`src/rtl/pwm_duty_meter.sv`:
```
// pwm_duty_meter: measures period, high time and integer duty percentage of a
// PWM waveform sampled on a base-rate tick. A restoring divider turns each
// completed period into a percentage and strobes valid once per period.
module pwm_duty_meter #(
    parameter int CNT_W = 16
) (
    input  logic             clk_in,
    input  logic             rst,
    input  logic             sample_en,
    input  logic             pwm_in,
    output logic [CNT_W-1:0] period,
    output logic [CNT_W-1:0] high_time,
    output logic [6:0]       duty_pct,
    output logic             valid,
    output logic             timeout,
    output logic             overrun
);

    // Dividend is high_time*100, which needs 7 extra bits over the counters.
    localparam int                DVD_W   = CNT_W + 7;
    localparam int                IT_W    = $clog2(DVD_W);
    localparam logic [CNT_W-1:0]  CNT_MAX = '1;
    localparam logic [CNT_W-1:0]  CNT_PRE = CNT_MAX - CNT_W'(1);
    localparam logic [IT_W-1:0]   IT_LAST = IT_W'(DVD_W - 1);

    typedef enum logic [1:0] {
        IDLE,
        MEASURE,
        DIVIDE
    } state_t;

    // Saturating increment used by both sample counters.
    function automatic logic [CNT_W-1:0] sat_inc(input logic [CNT_W-1:0] a,
                                                 input logic             inc);
        if (inc && (a != CNT_MAX)) begin
            return a + CNT_W'(1);
        end
        return a;
    endfunction

    // A percentage can never legitimately exceed 100; clamp defensively.
    function automatic logic [6:0] clamp_pct(input logic [DVD_W-1:0] q);
        if (q > DVD_W'(100)) begin
            return 7'd100;
        end
        return q[6:0];
    endfunction

    logic             sync1_q;
    logic             s_q;
    logic             prev_q;
    logic [CNT_W-1:0] per_cnt_q;
    logic [CNT_W-1:0] hi_cnt_q;

    state_t           state_q;
    logic [CNT_W-1:0] p_lat_q;
    logic [CNT_W-1:0] h_lat_q;
    logic [DVD_W-1:0] dvd_q;
    logic [CNT_W-1:0] rem_q;
    logic [IT_W-1:0]  iter_q;

    logic [CNT_W-1:0] period_q;
    logic [CNT_W-1:0] high_q;
    logic [6:0]       duty_q;
    logic             valid_q;
    logic             timeout_q;
    logic             overrun_q;

    logic             rise;
    logic             sat_hit;
    logic [CNT_W:0]   trial;
    logic             qbit;
    logic [CNT_W-1:0] rem_d;
    logic [DVD_W-1:0] dvd_d;

    // Rising edge seen on this tick, and the tick on which per_cnt saturates.
    assign rise    = sample_en && !prev_q && s_q;
    assign sat_hit = sample_en && !rise && (per_cnt_q == CNT_PRE);

    // Two-flop synchroniser, free-running on every clock.
    always_ff @(posedge clk_in) begin
        if (rst) begin
            sync1_q <= 1'b0;
            s_q     <= 1'b0;
        end else begin
            sync1_q <= pwm_in;
            s_q     <= sync1_q;
        end
    end

    // Edge history and period/high-time counters, advanced only on ticks.
    always_ff @(posedge clk_in) begin
        if (rst) begin
            prev_q    <= 1'b0;
            per_cnt_q <= '0;
            hi_cnt_q  <= '0;
        end else if (sample_en) begin
            prev_q <= s_q;
            if (rise) begin
                per_cnt_q <= CNT_W'(1);
                hi_cnt_q  <= CNT_W'(1);
            end else begin
                per_cnt_q <= sat_inc(per_cnt_q, 1'b1);
                hi_cnt_q  <= sat_inc(hi_cnt_q, s_q);
            end
        end
    end

    // One restoring-division step: shift in the next dividend bit, subtract if it fits.
    always_comb begin
        trial = {rem_q, dvd_q[DVD_W-1]};
        qbit  = (trial >= {1'b0, p_lat_q});
        rem_d = CNT_W'(qbit ? (trial - {1'b0, p_lat_q}) : trial);
        dvd_d = {dvd_q[DVD_W-2:0], qbit};
    end

    // Measurement FSM with divider sequencing and registered result outputs.
    always_ff @(posedge clk_in) begin
        if (rst) begin
            state_q   <= IDLE;
            p_lat_q   <= '0;
            h_lat_q   <= '0;
            dvd_q     <= '0;
            rem_q     <= '0;
            iter_q    <= '0;
            period_q  <= '0;
            high_q    <= '0;
            duty_q    <= '0;
            valid_q   <= 1'b0;
            timeout_q <= 1'b0;
            overrun_q <= 1'b0;
        end else begin
            valid_q <= 1'b0;
            if (rise) begin
                timeout_q <= 1'b0;
            end
            unique case (state_q)
                IDLE, MEASURE: begin
                    if (rise) begin
                        if (state_q == MEASURE) begin
                            // Latch the completed period before the counters restart.
                            p_lat_q <= per_cnt_q;
                            h_lat_q <= hi_cnt_q;
                            dvd_q   <= DVD_W'(hi_cnt_q) * DVD_W'(100);
                            rem_q   <= '0;
                            iter_q  <= '0;
                            state_q <= DIVIDE;
                        end else begin
                            // First edge after idle: the partial period is discarded.
                            state_q <= MEASURE;
                        end
                    end else if (sat_hit) begin
                        // No edge for a full counter range: report the stuck level.
                        timeout_q <= 1'b1;
                        period_q  <= '0;
                        high_q    <= '0;
                        duty_q    <= s_q ? 7'd100 : 7'd0;
                        valid_q   <= 1'b1;
                        state_q   <= IDLE;
                    end
                end
                DIVIDE: begin
                    if (rise) begin
                        overrun_q <= 1'b1;
                    end
                    rem_q  <= rem_d;
                    dvd_q  <= dvd_d;
                    iter_q <= iter_q + IT_W'(1);
                    if (iter_q == IT_LAST) begin
                        period_q <= p_lat_q;
                        high_q   <= h_lat_q;
                        duty_q   <= clamp_pct(dvd_d);
                        valid_q  <= 1'b1;
                        state_q  <= MEASURE;
                    end
                end
                default: state_q <= IDLE;
            endcase
        end
    end

    assign period    = period_q;
    assign high_time = high_q;
    assign duty_pct  = duty_q;
    assign valid     = valid_q;
    assign timeout   = timeout_q;
    assign overrun   = overrun_q;

endmodule

```
`config.mk`:
```
export PLATFORM = sky130hd
export DESIGN_NAME = pwm_duty_meter
export DESIGN_NICKNAME = d
export VERILOG_FILES = /design/src/rtl/pwm_duty_meter.sv
export SDC_FILE = /design/constraint.sdc
export NUM_CORES = 1
export LEC_CHECK = 0
export ABC_AREA = 1
export BUFFER_PORTS_ARGS = -buffer_cell sky130_fd_sc_hd__buf_2
export CORE_MARGIN = 3
export CORE_UTILIZATION = 55
export DETAILED_ROUTE_END_ITERATION = 7
export GPL_TIMING_DRIVEN = 0
export PLACE_DENSITY = 0.73
export SYNTH_ARGS = -nofsm -noshare
export SYNTH_HDL_FRONTEND = slang
export SYNTH_SLANG_ARGS = --single-unit
```
`constraint.sdc`:
```
create_clock -name clk_in -period 3.25 [get_ports clk_in]
set_clock_uncertainty 0.15 [all_clocks]
set_input_delay 0.1625 -clock clk_in [delete_from_list [all_inputs] [get_ports clk_in]]
set_output_delay 0.1625 -clock clk_in [all_outputs]
set_load 0.01 [all_outputs]
```
==> results.py <==
metrics = {
    "clock_tree": {
        "clk_path_buf_depth": 2,
        "h-tree-depth": 4,
        "clk_pin_slew_ps": 70,
        "clkSinkCount": 155,
        "cts_tree": "yes",
        "cts-root-buf": "clkbuf_16",
        "insertion_delay_ps": 440,
        "cts_buffers": 17,
    },
    "setup_path": {
        "required_ps": 3390,
        "crit_family": "adder cells",
        "timing.critical_path.buf_inv": 2,
        "cp_max_fo": 5,
        "worstSetupStartpointType": "register",
        "cp.arrival_ps": 3250,
        "crit_chain": "ha_1 > ha_1 > inv_1 > fa_1 > inv_1 > ha_1 > nand2_1 > nor2_1 > nor2_1 > nand2_1 > a21boi_1 > or2_2 > nand3_1 > a21oi_1",
        "worst_path_largest_cell_delay_ps": 500,
        "crit_top_cell": "ha_1",
        "slowest_stage": "fa_1",
        "critPathCaptureType": "register",
        "worstSetupPathType": "register to register",
    },
    "layout": {
        "fin_nets": 1496,
        "drive_above_1_share_pct": 10.8,
        "fin_area_mm2": 0.0106,
        "diodes": 0,
        "fill_cells": 1553,
        "syn_to_final_growth_pct": 13.3,
    },
    "power": {
        "p_int_w": 0.00324,
        "power.leakage_nw": 4.71,
        "ir_drop_uv": 443,
        "comb_power_share_pct": 13.8,
        "power_frac_clock_pct": 44.0,
        "power_density_mw_per_mm2": 444,
        "switchingPower_w": 0.00147,
        "p_seq_share_pct": 42.2,
        "swShare_pct": 31.2,
    },
    "synth": {
        "synthArstFlopShare_pct": 0,
        "synth_edf_count": 0,
        "ys_ff_latch": 155,
        "synth_warnings": 0,
        "synth.largest_area_cell": "dfxtp_1",
        "synth-seq-area-share_pct": 33.2,
        "synth_area_per_cell_um2": 7.00,
        "syn_nets": 1430,
        "synth_cells": 1336,
        "synth_ff_type": "dfxtp_1",
        "yosys-top-cells-area": "dfxtp_1, nand2_1, ha_1",
        "synth_area_mm2": 0.00936,
        "ys_types": 45,
        "yosysTopAreaCellShare_pct": 33.2,
    },
    "floorplan": {
        "die_w_um": 136,
        "die_area_mm2": 0.0186,
        "die_y_um": 136,
        "ios": 46,
        "initial_core_util_pct": 56.2,
        "rows": 47,
        "coreArea_mm2": 0.0166,
    },
    "global_route": {
        "grt_pass1_vias": 8160,
        "grt_max_degree": 19,
        "grt_overflow": 0,
        "antenna_found_initial": 0,
        "grt_pass1_wl_um": 39400,
        "track_usage_pct": 26.5,
    },
    "routing": {
        "first_pass_iters": 5,
        "ant_nets": 0,
        "viasPerCell": 5.48,
        "drt_iter0_drc": 633,
        "drc": 0,
        "routed_wl_um": 24600,
        "via_count": 8963,
        "wl_per_cell_um": 15.0,
    },
    "sta": {
        "maxSlewViolCount": 0,
        "whs_ps": 214,
        "slew_headroom_pct": 48.7,
        "min_period_ps": 3110,
        "max_freq_mhz": 322,
        "hold_viol_final": 0,
        "worstMarginPinSlew_ps": 769,
        "setup_violations": 0,
        "fin_crit_sh_pct": 95.6,
        "fin_tns_setup_ps": 0,
    },
    "placement": {
        "postPlaceCellArea_mm2": 0.00985,
        "hpwl_um": 18700,
        "numPortBuffers": 44,
        "routabilityCongestion": 0.923,
    },
    "run_status": {
        "status": "complete, no violations",
    },
    "min_path": {
        "hold_class": "input pin to register",
    },
    "run": {
        "maxCapViolations": 0,
    },
}
## cells in the mapped netlist (3+ instances only)
cell type	instances
fa_1	12
o21ai_0	45
ha_1	78
o21ai_1	7
xnor2_1	6
o21bai_1	3
buf_2	12
nand2_2	6
o22ai_1	8
nand4_1	22
a21oi_1	153
nand3_1	122
nor2_1	95
buf_6	5
nor3_1	29
inv_2	5
dfxtp_1	155
xor2_1	22
inv_1	184
a31oi_1	14
nand3b_1	4
nand2_1	280
clkbuf_1	33
a21o_1	3
or2_2	3
buf_1	4
## logic make-up after synthesis
logic type / after synthesis / synth area share, %
AND/OR/NAND/NOR: 576 / 27.0
buffers and inverters: 245 / 10.4
AO/OA/AOI/OAI: 242 / 13.8
flip-flops: 155 / 33.2
adder cells (fa/ha/maj): 90 / 13.0
XOR/XNOR: 28 / 2.62
## power by group through the flow
stage | clock network [W] | registers, W | logic [W]
final | 0.00207 | 0.00199 | 0.000649
after global routing | 0.00215 | 0.00199 | 0.000718
after CTS | 0.00207 | 0.00199 | 0.000646
after detailed placement | 0 | 0.00203 | 0.000638
after global placement | 0 | 0.00203 | 0.000631
after floorplan | 0 | 0.00203 | 0.000432
## cell type report
| cell class | instances | area, um^2 | area share [%] |
|---|---|---|---|
| clock buffer | 17 | 425 | 4.01 |
| clock inverter | 15 | 190 | 1.79 |
| sequential | 155 | 3120 | 29.4 |
| buffer | 54 | 255 | 2.41 |
| multi-input combinational | 936 | 5360 | 50.6 |
| timing repair buffer | 47 | 248 | 2.34 |
| inverter | 191 | 722 | 6.81 |
| tap | 220 | 275 | 2.60 |
## stage by stage
stage / worst slack, ps / utilization (%) / power (W) / std cells
global placement: -34.3 / 59.2 / 0.00266 / 1600
CTS: 10.5 / 63.0 / 0.00471 / 1634
floorplan: 328 / - / 0.00246 / 1336
global route: -5.99 / 63.7 / 0.00485 / 1635
finish: 143 / 63.7 / 0.00471 / 1635
detailed placement: -50.6 / 59.2 / 0.00267 / 1600
## per-layer routing
metal	track usage (%)	part of all wire, %
met3	3.40	4.3
met2	45.3	48
met1	34.9	45
met4	8.40	2.4
met5	0	0
## cells in the final DEF, fill, tap and decap left out, types with 4 or more instances in the layout
master	synthesis	final
a31oi_1	14	14
a21oi_1	153	146
nand3b_1	4	4
clkbuf_16	0	17
xor2_1	22	22
fa_1	12	12
clkbuf_1	33	33
a21oi_2	0	6
xnor2_1	6	6
inv_1	184	184
buf_2	12	56
dfxtp_1	155	142
inv_6	0	4
ha_1	78	69
inv_8	0	6
nor3_1	29	29
dfxtp_2	0	13
o22ai_1	8	8
ha_2	0	7
o21ai_0	45	45
nand3_1	122	122
inv_2	5	5
nand2_2	6	9
o21ai_1	7	7
nand2_1	280	277
nor2_1	95	94
buf_6	5	5
nand4_1	22	22
buf_1	4	4
## worst register-to-register path, stage by stage (launching register included)
cell,delay [ps]
dfxtp_2,350
ha_1,300
ha_1,280
inv_1,50
fa_1,500
inv_1,40
ha_1,350
nand2_1,130
nor2_1,150
nor2_1,50
nand2_1,100
a21boi_1,110
or2_2,280
nand3_1,70
a21oi_1,60
## state kept, by name (all words and copies together), names as in the netlist
name / count
state_q: 2
period: 16
high_time: 16
duty_pct: 7
valid: 1
p_lat_q: 16
s_q: 1
overrun: 1
sync1_q: 1
iter_q: 5
per_cnt_q: 16
dvd_q: 23
rem_q: 16
h_lat_q: 16
timeout: 1
hi_cnt_q: 16
prev_q: 1
## final timing paths
kind	startpoint	endpoint	slack (ps)	depth (start not counted)
min	rst	per_cnt_q[8]	210	4
max reg2reg	hi_cnt_q[7]	dvd_q[16]	140	14
min reg2reg	sync1_q	s_q	260	2
max	hi_cnt_q[7]	dvd_q[16]	140	14
## timing repair
item / 4_1_cts / 5_1_grt
pin swaps: 0 / 4
setup buffers: 0 / 1
endpoints found under the setup margin: 2 / 10
gates resized for setup: 2 / 33
endpoints found under the hold margin: 2 / 0
hold buffers: 2 / 0
(Power assumes the default switching activity.)
